$ cat src/rtl/imem_loader.sv
// imem_loader: receives a length-prefixed byte stream, packs it into big-endian words, writes
// them into instruction memory and holds the CPU until the load completes. Define
// LOADER_CHECKSUM_EN to require a trailing XOR checksum byte before the CPU is released.
module imem_loader #(
  parameter int MEM_BYTES = 256,
  parameter int ADDR_W    = 8,
  parameter int MAX_WORDS = MEM_BYTES / 4
) (
  input  logic              clk,
  input  logic              reset,
  input  logic              start,
  input  logic              in_valid,
  input  logic [7:0]        in_byte,
  output logic              in_ready,
  output logic              mem_we,
  output logic [ADDR_W-1:0] mem_addr,
  output logic [31:0]       mem_wdata,
  output logic              cpu_hold,
  output logic              pc_reset,
  output logic              done,
  output logic              error
);

  localparam logic [2:0] S_IDLE = 3'd0;
  localparam logic [2:0] S_LEN  = 3'd1;
  localparam logic [2:0] S_DATA = 3'd2;
`ifdef LOADER_CHECKSUM_EN
  localparam logic [2:0] S_CSUM = 3'd3;
`endif
  localparam logic [2:0] S_DONE = 3'd4;
  localparam logic [2:0] S_ERR  = 3'd5;

  localparam logic [7:0] MAX_N = 8'(MAX_WORDS);

  logic [2:0]        state_q, state_d;
  logic [7:0]        n_q, n_d;
  logic [7:0]        word_cnt_q, word_cnt_d;
  logic [1:0]        byte_cnt_q, byte_cnt_d;
  logic [23:0]       shift_q, shift_d;
  logic              mem_we_q, mem_we_d;
  logic [ADDR_W-1:0] mem_addr_q, mem_addr_d;
  logic [31:0]       mem_wdata_q, mem_wdata_d;
  logic              cpu_hold_q, cpu_hold_d;
  logic              pc_reset_q, pc_reset_d;
  logic              done_q, done_d;
  logic              error_q, error_d;
`ifdef LOADER_CHECKSUM_EN
  logic [7:0]        csum_q, csum_d;
`endif

  logic        accept;
  logic [31:0] word;
  logic        last_word;

  // in_ready is a pure function of state so the sender never sees a combinational loop.
  always_comb begin
    in_ready = 1'b0;
    case (state_q)
      S_LEN, S_DATA: in_ready = 1'b1;
`ifdef LOADER_CHECKSUM_EN
      S_CSUM:        in_ready = 1'b1;
`endif
      default:       in_ready = 1'b0;
    endcase
  end

  assign accept    = in_valid && in_ready;
  assign word      = {shift_q, in_byte};
  assign last_word = (word_cnt_q == n_q - 8'd1);

  always_comb begin
    // NOTE: every next-state value defaults to its register first, so no branch infers a latch.
    state_d     = state_q;
    n_d         = n_q;
    word_cnt_d  = word_cnt_q;
    byte_cnt_d  = byte_cnt_q;
    shift_d     = shift_q;
    mem_we_d    = 1'b0;
    mem_addr_d  = mem_addr_q;
    mem_wdata_d = mem_wdata_q;
    cpu_hold_d  = cpu_hold_q;
    pc_reset_d  = 1'b0;
    done_d      = done_q;
    error_d     = error_q;
`ifdef LOADER_CHECKSUM_EN
    csum_d      = csum_q;
`endif

    case (state_q)
      S_IDLE: begin
        if (start) begin
          state_d = S_LEN;
          done_d  = 1'b0;
          error_d = 1'b0;
        end
      end

      S_LEN: begin
        if (accept) begin
          if (in_byte == 8'd0 || in_byte > MAX_N) begin
            state_d    = S_ERR;
            error_d    = 1'b1;
            cpu_hold_d = 1'b1;
          end else begin
            state_d    = S_DATA;
            n_d        = in_byte;
            word_cnt_d = 8'd0;
            byte_cnt_d = 2'd0;
`ifdef LOADER_CHECKSUM_EN
            csum_d     = in_byte;
`endif
          end
        end
      end

      S_DATA: begin
        if (accept) begin
          shift_d    = word[23:0];
          byte_cnt_d = byte_cnt_q + 2'd1;
`ifdef LOADER_CHECKSUM_EN
          csum_d     = csum_q ^ in_byte;
`endif
          // The write is registered, so it overlaps reception of the next word's first byte.
          if (byte_cnt_q == 2'd3) begin
            mem_we_d    = 1'b1;
            mem_addr_d  = ADDR_W'({word_cnt_q, 2'b00});
            mem_wdata_d = word;
            word_cnt_d  = word_cnt_q + 8'd1;
            if (last_word) begin
`ifdef LOADER_CHECKSUM_EN
              state_d    = S_CSUM;
`else
              state_d    = S_DONE;
              pc_reset_d = 1'b1;
`endif
            end
          end
        end
      end

`ifdef LOADER_CHECKSUM_EN
      S_CSUM: begin
        if (accept) begin
          if (in_byte == csum_q) begin
            state_d    = S_DONE;
            pc_reset_d = 1'b1;
          end else begin
            state_d    = S_ERR;
            error_d    = 1'b1;
            cpu_hold_d = 1'b1;
          end
        end
      end
`endif

      S_DONE: begin
        if (start) begin
          state_d    = S_LEN;
          cpu_hold_d = 1'b1;
          done_d     = 1'b0;
        end else if (pc_reset_q) begin
          // The CPU is released one cycle after the PC-reset pulse.
          done_d     = 1'b1;
          cpu_hold_d = 1'b0;
        end
      end

      S_ERR: begin
        if (start) begin
          state_d = S_LEN;
          error_d = 1'b0;
        end
      end

      default: state_d = S_IDLE;
    endcase
  end

  always_ff @(posedge clk) begin
    // NOTE: non-blocking assignments so every register samples pre-edge values regardless of order.
    if (reset) begin
      state_q     <= S_IDLE;
      n_q         <= 8'd0;
      word_cnt_q  <= 8'd0;
      byte_cnt_q  <= 2'd0;
      shift_q     <= 24'd0;
      mem_we_q    <= 1'b0;
      mem_addr_q  <= '0;
      mem_wdata_q <= 32'd0;
      cpu_hold_q  <= 1'b1;
      pc_reset_q  <= 1'b0;
      done_q      <= 1'b0;
      error_q     <= 1'b0;
`ifdef LOADER_CHECKSUM_EN
      csum_q      <= 8'd0;
`endif
    end else begin
      state_q     <= state_d;
      n_q         <= n_d;
      word_cnt_q  <= word_cnt_d;
      byte_cnt_q  <= byte_cnt_d;
      shift_q     <= shift_d;
      mem_we_q    <= mem_we_d;
      mem_addr_q  <= mem_addr_d;
      mem_wdata_q <= mem_wdata_d;
      cpu_hold_q  <= cpu_hold_d;
      pc_reset_q  <= pc_reset_d;
      done_q      <= done_d;
      error_q     <= error_d;
`ifdef LOADER_CHECKSUM_EN
      csum_q      <= csum_d;
`endif
    end
  end

  assign mem_we    = mem_we_q;
  assign mem_addr  = mem_addr_q;
  assign mem_wdata = mem_wdata_q;
  assign cpu_hold  = cpu_hold_q;
  assign pc_reset  = pc_reset_q;
  assign done      = done_q;
  assign error     = error_q;

  a_addr_aligned: assert property (@(posedge clk) disable iff (reset) mem_addr[1:0] == 2'b00);
  a_pc_single:    assert property (@(posedge clk) disable iff (reset) pc_reset |=> !pc_reset);
  a_hold_load:    assert property (@(posedge clk) disable iff (reset) in_ready |-> cpu_hold);
  a_done_clean:   assert property (@(posedge clk) disable iff (reset) done |-> (!cpu_hold && !error));

endmodule

$ cat config.mk
export PLATFORM = sky130hd
export DESIGN_NAME = imem_loader
export DESIGN_NICKNAME = d
export VERILOG_FILES = /design/src/rtl/imem_loader.sv
export SDC_FILE = /design/constraint.sdc
export NUM_CORES = 1
export LEC_CHECK = 0
export CAP_MARGIN = 20
export CORE_MARGIN = 4
export CORE_UTILIZATION = 40
export DETAILED_ROUTE_END_ITERATION = 8
export SLEW_MARGIN = 20
export SYNTH_ARGS = -nofsm -noshare
export SYNTH_HDL_FRONTEND = slang
export SYNTH_SLANG_ARGS = --single-unit
$ cat constraint.sdc
create_clock -name clk -period 2.5 [get_ports clk]
set_clock_uncertainty 0.05 [all_clocks]
set_input_delay 0.375 -clock clk [delete_from_list [all_inputs] [get_ports clk]]
set_output_delay 0.375 -clock clk [all_outputs]
set_load 0.05 [all_outputs]
==> reports/metrics.csv <==
stage,metric,value,unit
critical_path,slowest_stage,or4_1,
die,coreArea,0.00872,sq mm
synth,synth-main-ff-cell,dfxtp_1,
worst_hold_path,min_path_type,input port to flop,
finish,post-route-util,0.524,
placed_design,place_hpwl,6.08,mm
clocking,clkLatencyLatePin,0.35,ns
clocking,ctsRootBufferMaster,clkbuf_8,
synth,avgSynthCellArea,7.98,sq um
run,drv_cap,0,
detailed_routing,totalWireLength,8.58,mm
detailed_routing,via_count,3121,
placed_design,port_buffers,55,
clocking,cts_buffer_depth,2,
synth,yosys_warnings,0,
timing,post-route-min-period,2.28,ns
critical_path,reg2reg_to,state_q[2]$_SDFFE_PP0P_,
synth,synthDistinctLibCells,48,
detailed_routing,drtPass1Iterations,4,
die,rows,34,
clocking,clock-sinks,88,
synth,ys_seq_area_frac,0.491,
worst_hold_path,whs_endpoint,word_cnt_q[0]$_SDFFE_PP0P_,
critical_path,rr_worst_depth,6,
timing,finalCritPeriodShare,0.910,
grt,grt_usage,0.173,
finish,final_cell_mix,"nand2_1 (140), dfxtp_1 (87), a21oi_1 (73)",
critical_path,crit_required,2.71,ns
power_and_ir_drop,leakage,0.00166,uW
critical_path,critPathTopFamily,simple AND/OR/NAND/NOR gates,
power_and_ir_drop,vdd.ir_drop.worst,499,uV
die,die_h,103,microns
synth,ys_async_sr_fraction,0,
grt,grt_max_degree,69,
detailed_routing,initialDrtViolationCount,179,
critical_path,crit_path_end_kind,flop,
placed_design,gp_congestion,0.821,
power_and_ir_drop,powerDensity,763,mW/mm^2
timing,setup_violations,0,
clocking,htreeDepth,3,
detailed_routing,avgRoutedWirePerCell,13.7,microns
critical_path,critPathMaxFanout,7,
finish,stdcell_area,0.00457,sq mm
synth,syn_area,0.00359,sq mm
timing,holdWs,0.346,ns
grt,grt_remaining_overflow,0,
worst_hold_path,hold_start,reset,
status,status,"finished, final reports clean",
synth,ys_ff_latch,88,
critical_path,reg2reg_slack,0.22,ns
die,die_w,103,microns
critical_path,cp.arrival,2.49,ns
die,io_pins,58,
synth,synth_edf_count,0,
timing,final.setup.tns,0,ns
timing,tightestPinTransition,0.512,ns
timing,hold_viol,0,
critical_path,reg2reg_from,n_q[2]$_SDFFE_PP0P_,
grt,grt_pass1_wl,14.4,mm
finish,drive_gt1_frac,0.0928,
die,initial_core_util,0.412,
timing,max_slew_margin,0.658,
detailed_routing,ant_nets,0,
synth,syn-instance-count,450,
critical_path,start_kind,flop,
critical_path,slowest_delay,0.54,ns
synth,synth_top_area_frac,0.491,
finish,layout.nets,527,
clocking,cts_setup_buffers,0,
clocking,numCtsBuffers,9,
critical_path,path_class,flop to flop,
grt,grt_pass1_vias,3043,
timing,max_freq,439,MHz
power_and_ir_drop,total_power,3480,uW
finish,n_antenna_cell,0,
synth,synthTopCellsByArea,"dfxtp_1 (49%), nand2_1 (15%), a21oi_1 (10%), nor2_1 (2.7%), clkbuf_1 (2.3%)",
critical_path,crit_chain,"nor4_2, nand2_1, o31ai_1, nor2_1, or4_1, a211oi_1",
timing,slew_violations,0,
critical_path,cp-startpoint,n_q[2]$_SDFFE_PP0P_,
placed_design,dpl-instance-area,0.00436,sq mm
die,dieArea,0.0106,sq mm
grt,antenna_found_initial,0,
finish,syn_to_final_growth,27.3,%
clocking,cts_tree,built,
synth,yosys.area.top_type,dfxtp_1,
detailed_routing,vias_per_cell,4.99,
detailed_routing,drc,0,
critical_path,cp_num_buf_inv,0,
finish,mostFrequentLayoutCell,nand2_1,
clocking,path_clk_slew,0.08,ns
timing,grt_setup_unrepaired,no,
worst_hold_path,hold_depth,2,
[how the worst max path moves through the flow]
stage	to	slack (ns)	cells after the start
after floorplan	state_q[2]$_SDFFE_PP0P_	0.32	8
after global placement	word_cnt_q[7]$_SDFFE_PP0P_	-0.19	7
after detailed placement	word_cnt_q[6]$_SDFFE_PP0P_	-0.25	7
after CTS	word_cnt_q[6]$_SDFFE_PP0P_	0.14	7
after global routing	state_q[2]$_SDFFE_PP0P_	0.06	6
final	state_q[2]$_SDFFE_PP0P_	0.22	6
[sequential cells by signal (all words and copies together) (netlist names), 2 cells and up]
signal and cells:
byte_cnt_q 2, mem_addr 6, mem_wdata 32, n_q 8, shift_q 24, state_q 3
word_cnt_q 8
[repair_timing]
action                     4_1_cts  5_1_grt
gates resized for setup          0        2
hold buffers                     0        0
setup endpoints to repair        0        5
[synth_stat cells (all sizes together), types with 2 or more instances]
| master | instances |
|---|---|
| nand2 | 140 |
| dfxtp | 88 |
| a21oi | 74 |
| nor2 | 26 |
| clkbuf | 23 |
| inv | 8 |
| xor2 | 8 |
| mux2i | 7 |
| xnor2 | 7 |
| buf | 5 |
| nand4 | 5 |
| o21ai | 5 |
| a211oi | 4 |
| nor2b | 4 |
| nor3 | 4 |
| ha | 3 |
| nand2b | 3 |
| nor4 | 3 |
| or3 | 3 |
| nand3 | 2 |
| nor3b | 2 |
| o31ai | 2 |
| or2 | 2 |
| or4 | 2 |
[through the flow]
step	std cells	setup WS, ns
floorplan	451	0.318
global placement	609	-0.188
detailed placement	609	-0.254
CTS	625	0.136
global route	625	0.0605
finish	625	0.224
[worst register-to-register path: cells and delay by family, from the launching register on]
| kind | cells | cell delay, ns |
|---|---|---|
| simple gates | 4 | 1.24 |
| flops | 1 | 0.39 |
| compound gates | 2 | 0.52 |
[routing by layer]
metal,GRT usage,wire length (microns)
met1,0.248,4200
met2,0.264,3930
met3,0.0332,350
met4,0.0538,91
met5,0,0
[where the power goes]
group | internal (uW) | switching (uW)
Combinational | 341 | 617
Sequential | 1470 | 58.6
Clock | 497 | 499
[logic make-up (layout without fill, tap and decap cells)]
group,after synthesis,after routing,synth area share
AND/OR/NAND/NOR,201,201,0.239
AO/OA/AOI/OAI,99,99,0.161
flip-flops,88,88,0.491
buffers and inverters,36,102,0.0411
XOR/XNOR,15,15,0.0366
multiplexers,7,7,0.0195
adder cells (fa/ha/maj),3,3,0.0105
other,1,2,0.00104
[final cells by class]
class / count / area (sq um)
fillers: 857 / 4150
flip-flops and latches: 88 / 1760
multi-input cells: 327 / 1690
repair buffers: 78 / 741
clock buffers: 11 / 141
well taps: 108 / 135
clock inverters: 5 / 63.8
inverters: 8 / 30.0
(Power assumes the default switching activity.)
